$ cat src/rtl/encoder_pipe_sv.sv
`default_nettype none
// ============================================================================
// encoder_pipe_sv : N-to-W encoder (strict / priority / round-robin modes)
//                   with one valid/ready output stage and saturating error count
// Rev 1.0
// ============================================================================
module encoder_pipe_sv #(
   parameter  int N          = 10,
   parameter  int HIGH_FIRST = 0,
   parameter  int CNT_W      = 16,
   localparam int W          = $clog2(N + 1)
) (
   input  logic             iCLK,
   input  logic             iRST,
   input  logic [1:0]       iMODE,
   input  logic             iVALID,
   output logic             oREADY,
   input  logic [N-1:0]     iIN,
   output logic             oVALID,
   input  logic             iREADY,
   output logic [W-1:0]     oOUT,
   output logic             oHIT,
   output logic             oERR,
   output logic [CNT_W-1:0] oERRCNT
);

   localparam logic [W-1:0] NULL_CODE = '1;
   localparam logic [W-1:0] LAST_IDX  = W'(N - 1);

   logic             valid_q;
   logic [W-1:0]     out_q, out_d;
   logic             hit_q, hit_d;
   logic             err_q, err_d;
   logic [CNT_W-1:0] cnt_q;
   logic [W-1:0]     ptr_q, ptr_d;

   logic             accept;
   logic             any_set, multi_set, rr_found;
   logic [W-1:0]     lo_idx, hi_idx, rr_idx;

   // One scan finds lowest, highest and first-at-or-above-pointer set bits.
   always_comb begin
      any_set   = 1'b0;
      multi_set = 1'b0;
      rr_found  = 1'b0;
      lo_idx    = NULL_CODE;
      hi_idx    = NULL_CODE;
      rr_idx    = NULL_CODE;
      for (int i = N - 1; i >= 0; i--) begin
         if (iIN[i]) begin
            lo_idx = W'(i);
            if (i >= int'(ptr_q)) begin
               rr_idx   = W'(i);
               rr_found = 1'b1;
            end
         end
      end
      for (int i = 0; i < N; i++) begin
         if (iIN[i]) begin
            multi_set = multi_set | any_set;
            any_set   = 1'b1;
            hi_idx    = W'(i);
         end
      end
      // Nothing at or above the pointer: wrap to the lowest set bit.
      if (!rr_found) begin
         rr_idx = lo_idx;
      end
   end

   always_comb begin
      out_d = NULL_CODE;
      hit_d = any_set;
      err_d = 1'b0;
      ptr_d = ptr_q;
      case (iMODE)
         2'b00: begin
            err_d = !any_set || multi_set;
            if (any_set && !multi_set) begin
               out_d = lo_idx;
            end
         end
         2'b10: begin
            out_d = rr_idx;
            if (any_set) begin
               ptr_d = (rr_idx == LAST_IDX) ? '0 : rr_idx + 1'b1;
            end
         end
         default: begin
            out_d = (HIGH_FIRST != 0) ? hi_idx : lo_idx;
         end
      endcase
   end

   assign oREADY = !valid_q || iREADY;
   assign accept = iVALID && oREADY;

   always_ff @(posedge iCLK) begin
      if (iRST) begin
         valid_q <= 1'b0;
         out_q   <= NULL_CODE;
         hit_q   <= 1'b0;
         err_q   <= 1'b0;
         cnt_q   <= '0;
         ptr_q   <= '0;
      end else if (accept) begin
         valid_q <= 1'b1;
         out_q   <= out_d;
         hit_q   <= hit_d;
         err_q   <= err_d;
         ptr_q   <= ptr_d;
         if (err_d && !(&cnt_q)) begin
            cnt_q <= cnt_q + 1'b1;
         end
      end else if (iREADY) begin
         valid_q <= 1'b0;
      end
   end

   assign oVALID  = valid_q;
   assign oOUT    = out_q;
   assign oHIT    = hit_q;
   assign oERR    = err_q;
   assign oERRCNT = cnt_q;

endmodule
`default_nettype wire

$ cat config.mk
export PLATFORM = sky130hd
export DESIGN_NAME = encoder_pipe_sv
export DESIGN_NICKNAME = d
export VERILOG_FILES = /design/src/rtl/encoder_pipe_sv.sv
export SDC_FILE = /design/constraint.sdc
export NUM_CORES = 1
export LEC_CHECK = 0
export CAP_MARGIN = 10
export CORE_AREA = 3 3 55 108
export DETAILED_ROUTE_END_ITERATION = 10
export DIE_AREA = 0 0 58 111
export PLACE_DENSITY_LB_ADDON = 0.25
export SLEW_MARGIN = 20
export SYNTH_ARGS = -nofsm -noshare
export SYNTH_HDL_FRONTEND = slang
export SYNTH_SLANG_ARGS = --single-unit
$ cat constraint.sdc
create_clock -name iCLK -period 3.57 [get_ports iCLK]
set_clock_uncertainty 0.2 [all_clocks]
set_input_delay 1.071 -clock iCLK [delete_from_list [all_inputs] [get_ports iCLK]]
set_output_delay 1.071 -clock iCLK [all_outputs]
set_load 0.05 [all_outputs]
; ---- Yosys cells after proc, flatten, opt, wreduce, memory -nomap -nowiden
; Index checks and enable logic that the tools add are counted.
[totals]
regBits = 27
input_bits = 16
output_inout_bits = 24
wordCells = 118
[op_classes]
addsub = 2
order_cmp = 10
n_eq_ne = 2
mux = 76
bitwise_logic = 8
reduce_logical = 14
[op_table]
columns = operator, n
row1 = two-way mux 4 bit, 30
row2 = two-way mux 1 bit, 42
row3 = "adder 16 x 1 -> 16 bit, second input constant", 1
row4 = ">= comparator 3 x 4 -> 1 bit, first input constant", 4
row5 = AND reduction 16 bit, 1
row6 = two-way mux 3 bit, 3
row7 = ">= comparator 1 x 4 -> 1 bit, first input constant", 2
row8 = ">= comparator 2 x 4 -> 1 bit, first input constant", 2
row9 = ">= comparator 4 bit, first input constant", 2
row10 = OR 1 bit, 8
row11 = case mux 4 bit (2 select lines), 1
row12 = "adder 4 x 1 -> 4 bit, second input constant", 1
row13 = "equality test 4 bit, second input constant", 1
row14 = zero test 1 bit, 4
row15 = logical AND 1 bit, 3
row16 = AND reduction 3 bit, 1
row17 = "equality test 2 bit, second input constant", 1
row18 = zero test 2 bit, 1
row19 = logical OR 1 bit, 2
row20 = AND reduction 2 bit, 1
row21 = nonzero test 2 bit, 1

; ---- Longest topological paths before layout
; Gate-level depths: netlist (run 1).
[depth]
depth_word = 24
ltp_mapped = 10
ltp_nobuf = 7

; ---- Worst setup path before layout (run 1)
; Ideal clock, no wire load.
[synth_timing]
path_kind = input -> register
startpoint = input iIN[2]
endpoint = register cnt_q[1], in the netlist oERRCNT[1]
setup_ps = 128
t_arrival_ps = 2790
required_ps = 3242
path_slack_ps = 452
stages = 10
n_path_buf = 3
path_cell_list = buf_6 > or4_4 > nor3_2 > a21oi_1 > o21a_2 > o211ai_4 > buf_6 > buf_6 > mux2i_1 > nor2_1
[synth_between]
elab_chain_len = 19
word_cells_on_any_way = 28
classes_between = mux: 17 / bitwise: 7 / reduce/logical: 4
[synth_lines]
columns = element, line_no
row1 = from (decl), 18  ; input logic [N-1:0] iIN,
row2 = two-way mux 1 bit, 59  ; if (iIN[i]) begin
row3 = OR 1 bit, 60  ; multi_set = multi_set | any_set;
row4 = two-way mux 1 bit, 59
row5 = OR 1 bit, 60
row6 = two-way mux 1 bit, 59
row7 = OR 1 bit, 60
row8 = two-way mux 1 bit, 59
row9 = OR 1 bit, 60
row10 = (+3 left out), --
row11 = OR 1 bit, 60
row12 = two-way mux 1 bit, 59
row13 = OR 1 bit, 60
row14 = two-way mux 1 bit, 59
row15 = logical OR 1 bit (*), 78  ; err_d = !any_set || multi_set;
row16 = two-way mux 1 bit (*), 76  ; case (iMODE)
row17 = logical AND 1 bit (*), 112  ; if (err_d && !(&cnt_q)) begin
row18 = AND reduction 2 bit (no line) (*), --
row19 = to (signal assigned), 113  ; cnt_q <= cnt_q + 1'b1;
row20 = to (decl), 34  ; logic [CNT_W-1:0] cnt_q;
; Mark *: on every way between the ends. The rest lies on a longest branch, timed or not.
; A chain may end at the register's enable or synchronous reset.

; ---- Final worst setup path (run 1)
[layout_timing]
startpoint = input iIN[2]
endpoint = register cnt_q[14], in the netlist oERRCNT[14]
; Same word-level chain as after synthesis.

==> impl_metrics.py, run 1 <==
metrics = {
    "run_status": {
        "outcome": "finished clean",
    },
    "yosys": {
        "ys_ff_latch": 27,
        "yosys.area.top_type": "dfxtp_1",
        "netlist.area_leader.share": 0.302,
        "synth_area_mm2": 0.00179,
        "synth.area.top_cells": "dfxtp_1 30%, a21oi_1 6.4%, nor2_1 5.7%, nor2b_1 3.5%, or3_1 3.1%",
        "synth_warnings": 0,
        "synth_edf_count": 0,
        "async_reset_ff_frac": 0,
        "yosysSeqAreaShare": 0.302,
        "syn_nets": 250,
        "syn-instance-count": 233,
        "yosysUniqueCellTypes": 55,
        "ys.flop_type": "dfxtp_1",
        "syn_avg_cell_area_um2": 7.68,
    },
    "detailed_routing": {
        "vias": 1934,
        "drt_pass1_iterations": 4,
        "wl_met3_um": 203,
        "met1Wirelength_um": 1750,
        "top_layer": "met4",
        "drtIter0Drc": 42,
        "viasPerCell": 5.67,
        "wl_per_cell_um": 14.6,
        "drc_errors": 0,
        "wirelength_um": 4990,
        "met2_length_um": 2910,
        "ant_nets": 0,
    },
    "layout": {
        "fillers": 515,
        "layout-drive-gt1-share": 0.110,
        "fin_cells": 341,
        "regArea_um2": 541,
        "area_delta_synth_final_pct": 34.3,
        "final_cell_mix": "38 x clkdlybuf4s50_1, 27 x nor2_1, 27 x dfxtp_1",
        "multi_input_area_mm2": 0.00114,
        "final_common_cell": "clkdlybuf4s50_1",
        "finalNetCount": 301,
        "antenna_cells": 0,
    },
    "sta": {
        "fmaxAchievable_ghz": 0.299,
        "worstMarginPinSlew_ns": 0.754,
        "setup_viol": 0,
        "period_share": 0.936,
        "relSlewSlack": 0.494,
        "hold_violations": 0,
        "fin_tns_setup_ns": 0,
        "rsz0062_at_grt": "no",
        "setup_slack_ns": 0.230,
        "final_max_slew_viol_count": 0,
        "finalCriticalPeriod_ns": 3.34,
        "holdWs_ns": 0.269,
    },
    "cts": {
        "cts.sinks": 27,
        "cts_tree": "done",
        "clk_latency_ns": 0.27,
        "path_clk_slew_ns": 0.09,
        "cts.hold.buffers_added": 0,
        "cts_resized": 0,
        "cts_buffers": 3,
        "root_buffer": "clkbuf_8",
        "clk_path_buf_depth": 2,
        "cts_max_level": 1,
        "cts_setup_buffers": 0,
    },
    "die": {
        "num_io_pins": 40,
        "core_area_mm2": 0.00518,
        "rows": 37,
        "die_area_mm2": 0.00644,
        "die_w_um": 58,
        "die_h_um": 111,
        "start_util": 0.345,
    },
    "global_route": {
        "grt-ovfl-total": 0,
        "grt_max_degree": 23,
        "grt_pass1_vias": 1845,
        "grt_usage": 0.162,
        "grt_pass1_wl_um": 8310,
        "antenna_found_initial": 0,
    },
    "placed_design": {
        "pre_cts_ws_ns": -0.0434,
        "dp_hpwl_um": 4040,
        "port_buffers": 39,
        "placed_cells": 337,
        "finalWeightedCongestion": 0.915,
    },
    "pwr": {
        "power.total_mw": 0.671,
        "power.leakage_nw": 0.848,
        "p_per_area_mw_per_mm2": 279,
        "peakVddDrop_v": 0.000202,
    },
    "critical_path": {
        "worstPathRequired_ns": 3.58,
        "start_kind": "primary input",
        "crit_path_end_kind": "flip-flop",
        "worstPathArrival_ns": 3.35,
        "critPathMaxFanout": 22,
        "critical_path_class": "in2reg",
    },
    "run": {
        "maxCapViolations": 0,
    },
    "min_path": {
        "hp-class": "reg2reg",
    },
}
==> critical path, cell delays in order <==
cell and delay (ns):
clkdlybuf4s50_1 0.59, maj3_1 0.19, nor2_1 0.04, nor3_1 0.24, a221o_1 0.28, o211ai_4 0.14, buf_12 0.19, or4_1 0.46
a21oi_1 0.15
==> through the flow <==
step,area (µm²),util
detailed placement,2360,0.455
CTS,2400,0.464
floorplan,1790,-
global placement,2360,0.455
global route,2400,0.464
finish,2400,0.464
==> flip-flops by register name (all words and copies together) (netlist names) <==
signal / cells
oERRCNT: 16
oOUT: 4
ptr_q: 4
oERR: 1
oHIT: 1
oVALID: 1
==> where the power goes <==
part | leakage (nW) | switching (mW) | internal [mW] | total [mW]
Sequential | 0.220 | 0.0107 | 0.310 | 0.321
Combinational | 0.606 | 0.101 | 0.0788 | 0.180
Clock | 0.0228 | 0.0907 | 0.0799 | 0.171
Total | 0.848 | 0.202 | 0.469 | 0.671
==> Yosys cell counts, types with 3 or more instances <==
cell / count
mux2i_1: 3
buf_2: 3
nor3_1: 8
o31ai_1: 5
nor2_1: 27
inv_1: 9
o21ai_1: 10
or3_1: 9
nand4_1: 3
dfxtp_1: 27
or4_1: 4
o21a_1: 3
nand2b_1: 3
clkbuf_1: 6
a211o_1: 3
nand3_1: 10
nor2b_1: 10
a21oi_1: 23
nand2_1: 11
buf_6: 3
a211oi_1: 4
a21boi_0: 3
o21ai_0: 7
==> area by class of cell <==
type                    count  area share
flip-flops and latches     27       0.225
inverters                   9      0.0141
multi-input cells         185       0.476
clock buffers               4      0.0187
well taps                  58      0.0302
repair buffers             58       0.236
==> final timing paths <==
| check | slack, ns | to | start | depth (start not counted) |
|---|---|---|---|---|
| max reg2reg | 1.17 | oERRCNT[14] | oERRCNT[0] | 8 |
| max | 0.23 | oERRCNT[14] | iIN[2] | 9 |
| min | 0.27 | oOUT[3] | oOUT[3] | 1 |
| min reg2reg | 0.27 | oOUT[3] | oOUT[3] | 1 |
==> cells by family (layout without fill, tap and decap cells) <==
| kind of cell | after synthesis | count (layout) | share of synthesized area |
|---|---|---|---|
| AO/OA/AOI/OAI | 74 | 74 | 0.276 |
| XOR/XNOR | 3 | 3 | 0.0147 |
| adder cells (fa/ha/maj) | 2 | 2 | 0.0126 |
| buffers and inverters | 21 | 71 | 0.0587 |
| flip-flops | 27 | 27 | 0.302 |
| multiplexers | 5 | 5 | 0.0315 |
| AND/OR/NAND/NOR | 101 | 101 | 0.304 |
==> per-layer routing <==
metal	vias to the layer above	global-route usage
met5	-	0
met3	8	0.0163
met1	915	0.157
met4	0	0.0774
li1	959	-
met2	52	0.317
No activity file was read; power rests on OpenSTA's default activity.
==> inputs of run 2 (changes only) <==
clock period = 2.8 ns   (was 3.57 ns; I/O delays follow)
==> run 2 against run 1 <==
Core utilization up 6.7 points. Combinational power up 54%. Hold slack worse by 0.00052 ns. Sequential power up 28%. Wire length up 14%. Non-clock buffer count up 26. Final cell count up 7.6%. Critical endpoint is now oOUT[1]. Highest routed layer unchanged.
==> impl_metrics.py, run 2 (synthesized netlist as in run 1, its figures left out) <==
metrics = {
    "run_status": {
        "outcome": "finished clean",
    },
    "pwr": {
        "peakVddDrop_v": 0.000230,
        "power.leakage_nw": 1.05,
        "p_per_area_mw_per_mm2": 329,
        "power.total_mw": 0.904,
    },
    "detailed_routing": {
        "wirelength_um": 5690,
        "drtIter0Drc": 55,
        "vias": 2088,
        "drc_errors": 0,
        "ant_nets": 0,
        "wl_per_cell_um": 15.5,
        "drt_pass1_iterations": 4,
        "viasPerCell": 5.69,
    },
    "critical_path": {
        "worstPathRequired_ns": 2.76,
        "critPathMaxFanout": 5,
        "regToRegSetupSlack_ns": 0.39,
        "r2r_cells": 10,
        "worstPathArrival_ns": 2.72,
        "cpPeakStageDelay_ns": 0.55,
        "crit_path_end_kind": "flip-flop",
        "r2r_end": "oERRCNT[9]",
        "r2r_start": "oERRCNT[0]",
        "start_kind": "primary input",
        "slowest_stage": "or4_4",
        "critical_path_class": "in2reg",
        "path_cells": "dlygate4sd2_1 -> or4_4 -> o21a_2 -> buf_6 -> o31ai_4 -> nand2b_1 -> a221o_1",
    },
    "sta": {
        "final_max_slew_viol_count": 0,
        "fmaxAchievable_ghz": 0.362,
        "hold_violations": 0,
        "period_share": 0.986,
        "setup_slack_ns": 0.0378,
        "rsz0062_at_grt": "yes",
        "relSlewSlack": 0.656,
        "setup_viol": 0,
        "finalCriticalPeriod_ns": 2.76,
        "worstMarginPinSlew_ns": 0.514,
    },
    "cts": {
        "cts_max_level": 1,
        "clk_latency_ns": 0.26,
        "cts.sinks": 27,
        "cts_buffers": 3,
        "root_buffer": "clkbuf_8",
        "path_clk_slew_ns": 0.09,
        "clk_path_buf_depth": 2,
        "cts_tree": "done",
        "cts.hold.buffers_added": 0,
    },
    "global_route": {
        "grt_usage": 0.180,
        "grt_max_degree": 19,
        "grt_pass1_vias": 2108,
        "antenna_found_initial": 0,
        "grt-ovfl-total": 0,
        "grt_pass1_wl_um": 9290,
    },
    "layout": {
        "layout-drive-gt1-share": 0.269,
        "antenna_cells": 0,
        "largest_reg_flops": 16,
        "finalNetCount": 327,
        "final_common_cell": "buf_4",
        "area_delta_synth_final_pct": 53.6,
        "final_cell_mix": "37 x buf_4, 28 x clkdlybuf4s50_1, 27 x dfxtp_1",
        "fillers": 488,
    },
    "run": {
        "maxCapViolations": 0,
    },
    "die": {
        "rows": 37,
        "start_util": 0.345,
        "die_area_mm2": 0.00644,
        "core_area_mm2": 0.00518,
        "die_w_um": 58,
        "num_io_pins": 40,
        "die_h_um": 111,
    },
    "placed_design": {
        "dp_hpwl_um": 4270,
        "pre_cts_ws_ns": -0.761,
        "finalWeightedCongestion": 0.881,
        "port_buffers": 39,
    },
    "min_path": {
        "hp-class": "reg2reg",
        "whs_path_depth": 1,
        "holdPathEnd": "oOUT[2]",
        "hp-start": "oOUT[2]",
    },
}
-- run 2: changes by cell type in the layout (fill, tap and decap cells not counted), sizes merged --
cell / before / now
buf: 20 / 49
clkbuf: 4 / 7
clkdlybuf4s50: 38 / 28
dlygate4sd2: 0 / 3
dlymetal6s2s: 0 / 1
-- run 2: routing by layer --
metal	wire, µm	track usage
met5	0	0
met4	191	0.0898
met3	182	0.0233
met2	3380	0.362
met1	1940	0.159
-- run 2: report_power, final --
part           internal [mW]  switching (mW)  total (mW)
logic                  0.130           0.147       0.277
clock network          0.102           0.116       0.218
registers              0.395          0.0143       0.410
-- run 2: final cells by class --
| class | count | area (µm²) | share of cell area |
|---|---|---|---|
| inverter | 9 | 33.8 | 0.0123 |
| multi-input combinational | 185 | 1260 | 0.459 |
| timing repair buffer | 84 | 795 | 0.289 |
| clock buffer | 4 | 45.0 | 0.0164 |
| tap | 58 | 72.6 | 0.0264 |
| sequential | 27 | 541 | 0.197 |
-- run 2: what timing repair did --
action / CTS / global route
buffers inserted: 9 / 0
endpoints found under the setup margin: 26 / 22
cloned: 3 / 1
pin swaps: 12 / 10
resized for setup: 47 / 20
-- run 2: per-stage QoR --
stage / TNS (ns) / area (µm²) / hold slack [ns] / util / cells
finish: 0 / 2750 / 0.268 / 0.530 / 367
global route: -0.176 / 2750 / 0.315 / 0.530 / 367
CTS: -0.377 / 2740 / 0.273 / 0.529 / 370
detailed placement: -13.19 / 2480 / 0.250 / 0.479 / 355
global placement: -12.31 / 2480 / 0.248 / 0.479 / 355
floorplan: -0.244 / 1790 / 0.402 / - / 233
-- run 2: worst max path at each step --
stage | from | end | slack [ns]
floorplan | iIN[2] | oERRCNT[1] | -0.08
detailed placement | iIN[5] | ptr_q[3] | -0.76
finish | iIN[5] | oOUT[1] | 0.04
global route | iIN[5] | oOUT[1] | -0.05
CTS | iIN[0] | oOUT[1] | -0.09
global placement | iIN[5] | ptr_q[2] | -0.69
-- run 2: worst max-delay path, delay by kind of cell --
| kind | cells | cell delay, ns |
|---|---|---|
| compound gates | 3 | 0.78 |
| simple gates | 2 | 0.66 |
| buf+inv | 2 | 0.44 |
==> inputs of run 3 (changes only) <==
ABC_AREA = 1   (was default)
CORE_AREA = 3 3 57 112   (was 3 3 55 108)
DIE_AREA = 0 0 60 115   (was 0 0 58 111)
==> run 3 against run 2 <==
Via count up 8.2%. Sequential cell count unchanged. Sequential share of layout area is essentially flat. Die area is 7.2% higher. Total power is 6.2% higher. Final cell count grew 21%. Clock power up 51%. Non-clock buffer count is 15 lower. Clock-buffer cell count did not move. Core utilization fell by 4.5 points. Highest routed layer unchanged.
==> impl_metrics.py, run 3 <==
metrics = {
    "die": {
        "start_util": 0.345,
        "rows": 39,
        "die_area_mm2": 0.00690,
        "die_w_um": 60,
        "die_h_um": 115,
        "num_io_pins": 40,
        "core_area_mm2": 0.00566,
    },
    "yosys": {
        "synth_area_mm2": 0.00195,
        "syn_avg_cell_area_um2": 6.20,
        "ys.flop_type": "dfxtp_1",
        "yosys.area.top_type": "dfxtp_1",
        "netlist.area_leader.share": 0.277,
        "yosysSeqAreaShare": 0.277,
        "synth.area.top_cells": "dfxtp_1 28%, nand2_1 17%, inv_1 8.1%, nand4_1 5.8%, a21oi_1 5.6%",
        "async_reset_ff_frac": 0,
        "syn_nets": 332,
        "yosysUniqueCellTypes": 30,
        "yosysMostFrequentCell": "nand2_1",
        "synth_warnings": 0,
        "synth_edf_count": 0,
        "ys_ff_latch": 27,
        "syn-instance-count": 315,
        "yosys-top-cells-count": "91 x nand2_1, 42 x inv_1, 27 x dfxtp_1",
    },
    "critical_path": {
        "crit_start": "iREADY",
        "r2r_start": "oERRCNT[0]",
        "crit_path_end_kind": "flip-flop",
        "critPathMaxFanout": 15,
        "path_common_cell": "nand2_1",
        "path_cells": "clkdlybuf4s50_1 -> inv_1 -> nand2_1 -> nand2_1 -> nor3_2 -> buf_4 -> nand4_1 -> a21oi_2",
        "critical_path_class": "in2reg",
        "worstPathArrival_ns": 2.67,
        "path_buf_inv": 3,
        "slowest_stage": "clkdlybuf4s50_1",
        "crit_family": "simple AND/OR/NAND/NOR gates",
        "r2r_end": "oERRCNT[11]",
        "r2r_cells": 9,
        "start_kind": "primary input",
        "regToRegSetupSlack_ns": 0.46,
        "worstPathRequired_ns": 2.80,
        "cpPeakStageDelay_ns": 0.45,
    },
    "global_route": {
        "grt_pass1_vias": 2321,
        "grt-ovfl-total": 0,
        "antenna_found_initial": 0,
        "grt_usage": 0.185,
        "grt_max_degree": 19,
        "grt_pass1_wl_um": 9850,
    },
    "cts": {
        "clk_path_buf_depth": 2,
        "clk_latency_ns": 0.26,
        "cts_max_level": 1,
        "root_buffer": "clkbuf_16",
        "cts_buffers": 3,
        "path_clk_slew_ns": 0.07,
        "cts.hold.buffers_added": 0,
        "cts_tree": "done",
        "cts.sinks": 27,
    },
    "sta": {
        "setup_viol": 0,
        "hold_violations": 0,
        "worstMarginPinSlew_ns": 0.536,
        "rsz0062_at_grt": "no",
        "finalCriticalPeriod_ns": 2.67,
        "period_share": 0.954,
        "relSlewSlack": 0.642,
        "fmaxAchievable_ghz": 0.374,
        "final_max_slew_viol_count": 0,
    },
    "layout": {
        "regArea_um2": 541,
        "final_common_cell": "nand2_1",
        "antenna_cells": 0,
        "finalNetCount": 402,
        "fin_cells": 445,
        "area_delta_synth_final_pct": 40.7,
        "stdcell_area_mm2": 0.00275,
        "fillers": 594,
        "layout-drive-gt1-share": 0.148,
        "largest_reg_flops": 16,
        "multi_input_area_mm2": 0.00125,
        "final_cell_mix": "91 x nand2_1, 42 x inv_1, 38 x clkdlybuf4s50_1",
    },
    "pwr": {
        "power.leakage_nw": 1.20,
        "peakVddDrop_v": 0.000292,
        "p_per_area_mw_per_mm2": 349,
    },
    "min_path": {
        "whs_path_depth": 2,
        "hp-start": "oERR",
        "holdPathEnd": "oERR",
        "hp-class": "reg2reg",
    },
    "detailed_routing": {
        "viasPerCell": 5.08,
        "drtIter0Drc": 63,
        "vias": 2260,
        "wirelength_um": 6150,
        "drc_errors": 0,
        "wl_per_cell_um": 13.8,
        "drt_pass1_iterations": 8,
        "ant_nets": 0,
    },
    "placed_design": {
        "placed_cells": 439,
        "port_buffers": 39,
        "finalWeightedCongestion": 0.982,
        "dp_hpwl_um": 4700,
        "placed_cell_area_mm2": 0.00262,
    },
    "run_status": {
        "outcome": "finished clean",
    },
    "run": {
        "maxCapViolations": 0,
    },
}
run 3: cell types whose count changed after synthesis, sizes merged, moves of 6 or more:
cell   previous run  this run
o31ai             6         0
inv               9        46
nor2b            10         0
or3               9         0
nand2            11        92
nand3            10        19
nand4             3        19
xor2              1        11
run 3: report_power, final:
group	switching [mW]	total (mW)	internal [mW]
sequential	0.0101	0.405	0.395
clock	0.134	0.329	0.195
combinational	0.132	0.225	0.0935
run 3: through the flow:
step | power, mW | hold slack (ns) | TNS [ns] | util | setup WS, ns
after global routing | 1.01 | 0.285 | 0 | 0.485 | 0.00723
after global placement | 0.634 | 0.257 | -1.74 | 0.464 | -0.156
after CTS | 0.966 | 0.274 | 0 | 0.477 | 0.126
after floorplan | 0.535 | 0.340 | 0 | - | 0.0914
after detailed placement | 0.635 | 0.263 | -2.13 | 0.464 | -0.142
final | 0.960 | 0.269 | 0 | 0.485 | 0.128
run 3: tightest hold or removal path, cell delays in order (launching register included):
cell     delay [ns]
dfxtp_1        0.31
nand2_1        0.06
a21oi_1        0.05
run 3: how the worst max path moves through the flow:
stage	endpoint	slack, ns	cells after the start
floorplan	oERRCNT[10]	0.09	7
global placement	ptr_q[2]	-0.16	9
detailed placement	ptr_q[2]	-0.14	9
CTS	ptr_q[2]	0.13	9
global route	oOUT[2]	0.007	11
finish	oERRCNT[11]	0.13	8
run 3: layer usage:
layer  global-route usage  part of all wire  up-vias
met3               0.0236             0.024       22
met4               0.0976             0.041        0
met2                0.362              0.58       47
met1                0.173              0.36     1021
li1                     -                 -     1170
met5                    0                 0        -
run 3: kinds of logic (layout without fill, tap and decap cells):
| family | count (synthesis) | in the layout | synth area share |
|---|---|---|---|
| flops | 27 | 27 | 0.277 |
| buf+inv | 52 | 119 | 0.104 |
| compound gates | 51 | 51 | 0.145 |
| xor+xnor | 14 | 14 | 0.0628 |
| simple gates | 170 | 172 | 0.405 |
| fa+ha+maj | 1 | 1 | 0.00641 |
run 3: layout make-up:
cell class | count | share of cell area
flip-flops and latches | 27 | 0.197
repair buffers | 69 | 0.228
well taps | 61 | 0.0278
inverters | 46 | 0.0628
multi-input cells | 238 | 0.456
clock buffers | 4 | 0.0287
run 3: what timing repair did:
item,4_1_cts,5_1_grt
gates resized for setup,0,6
setup buffers,0,0
setup endpoints to repair,0,18
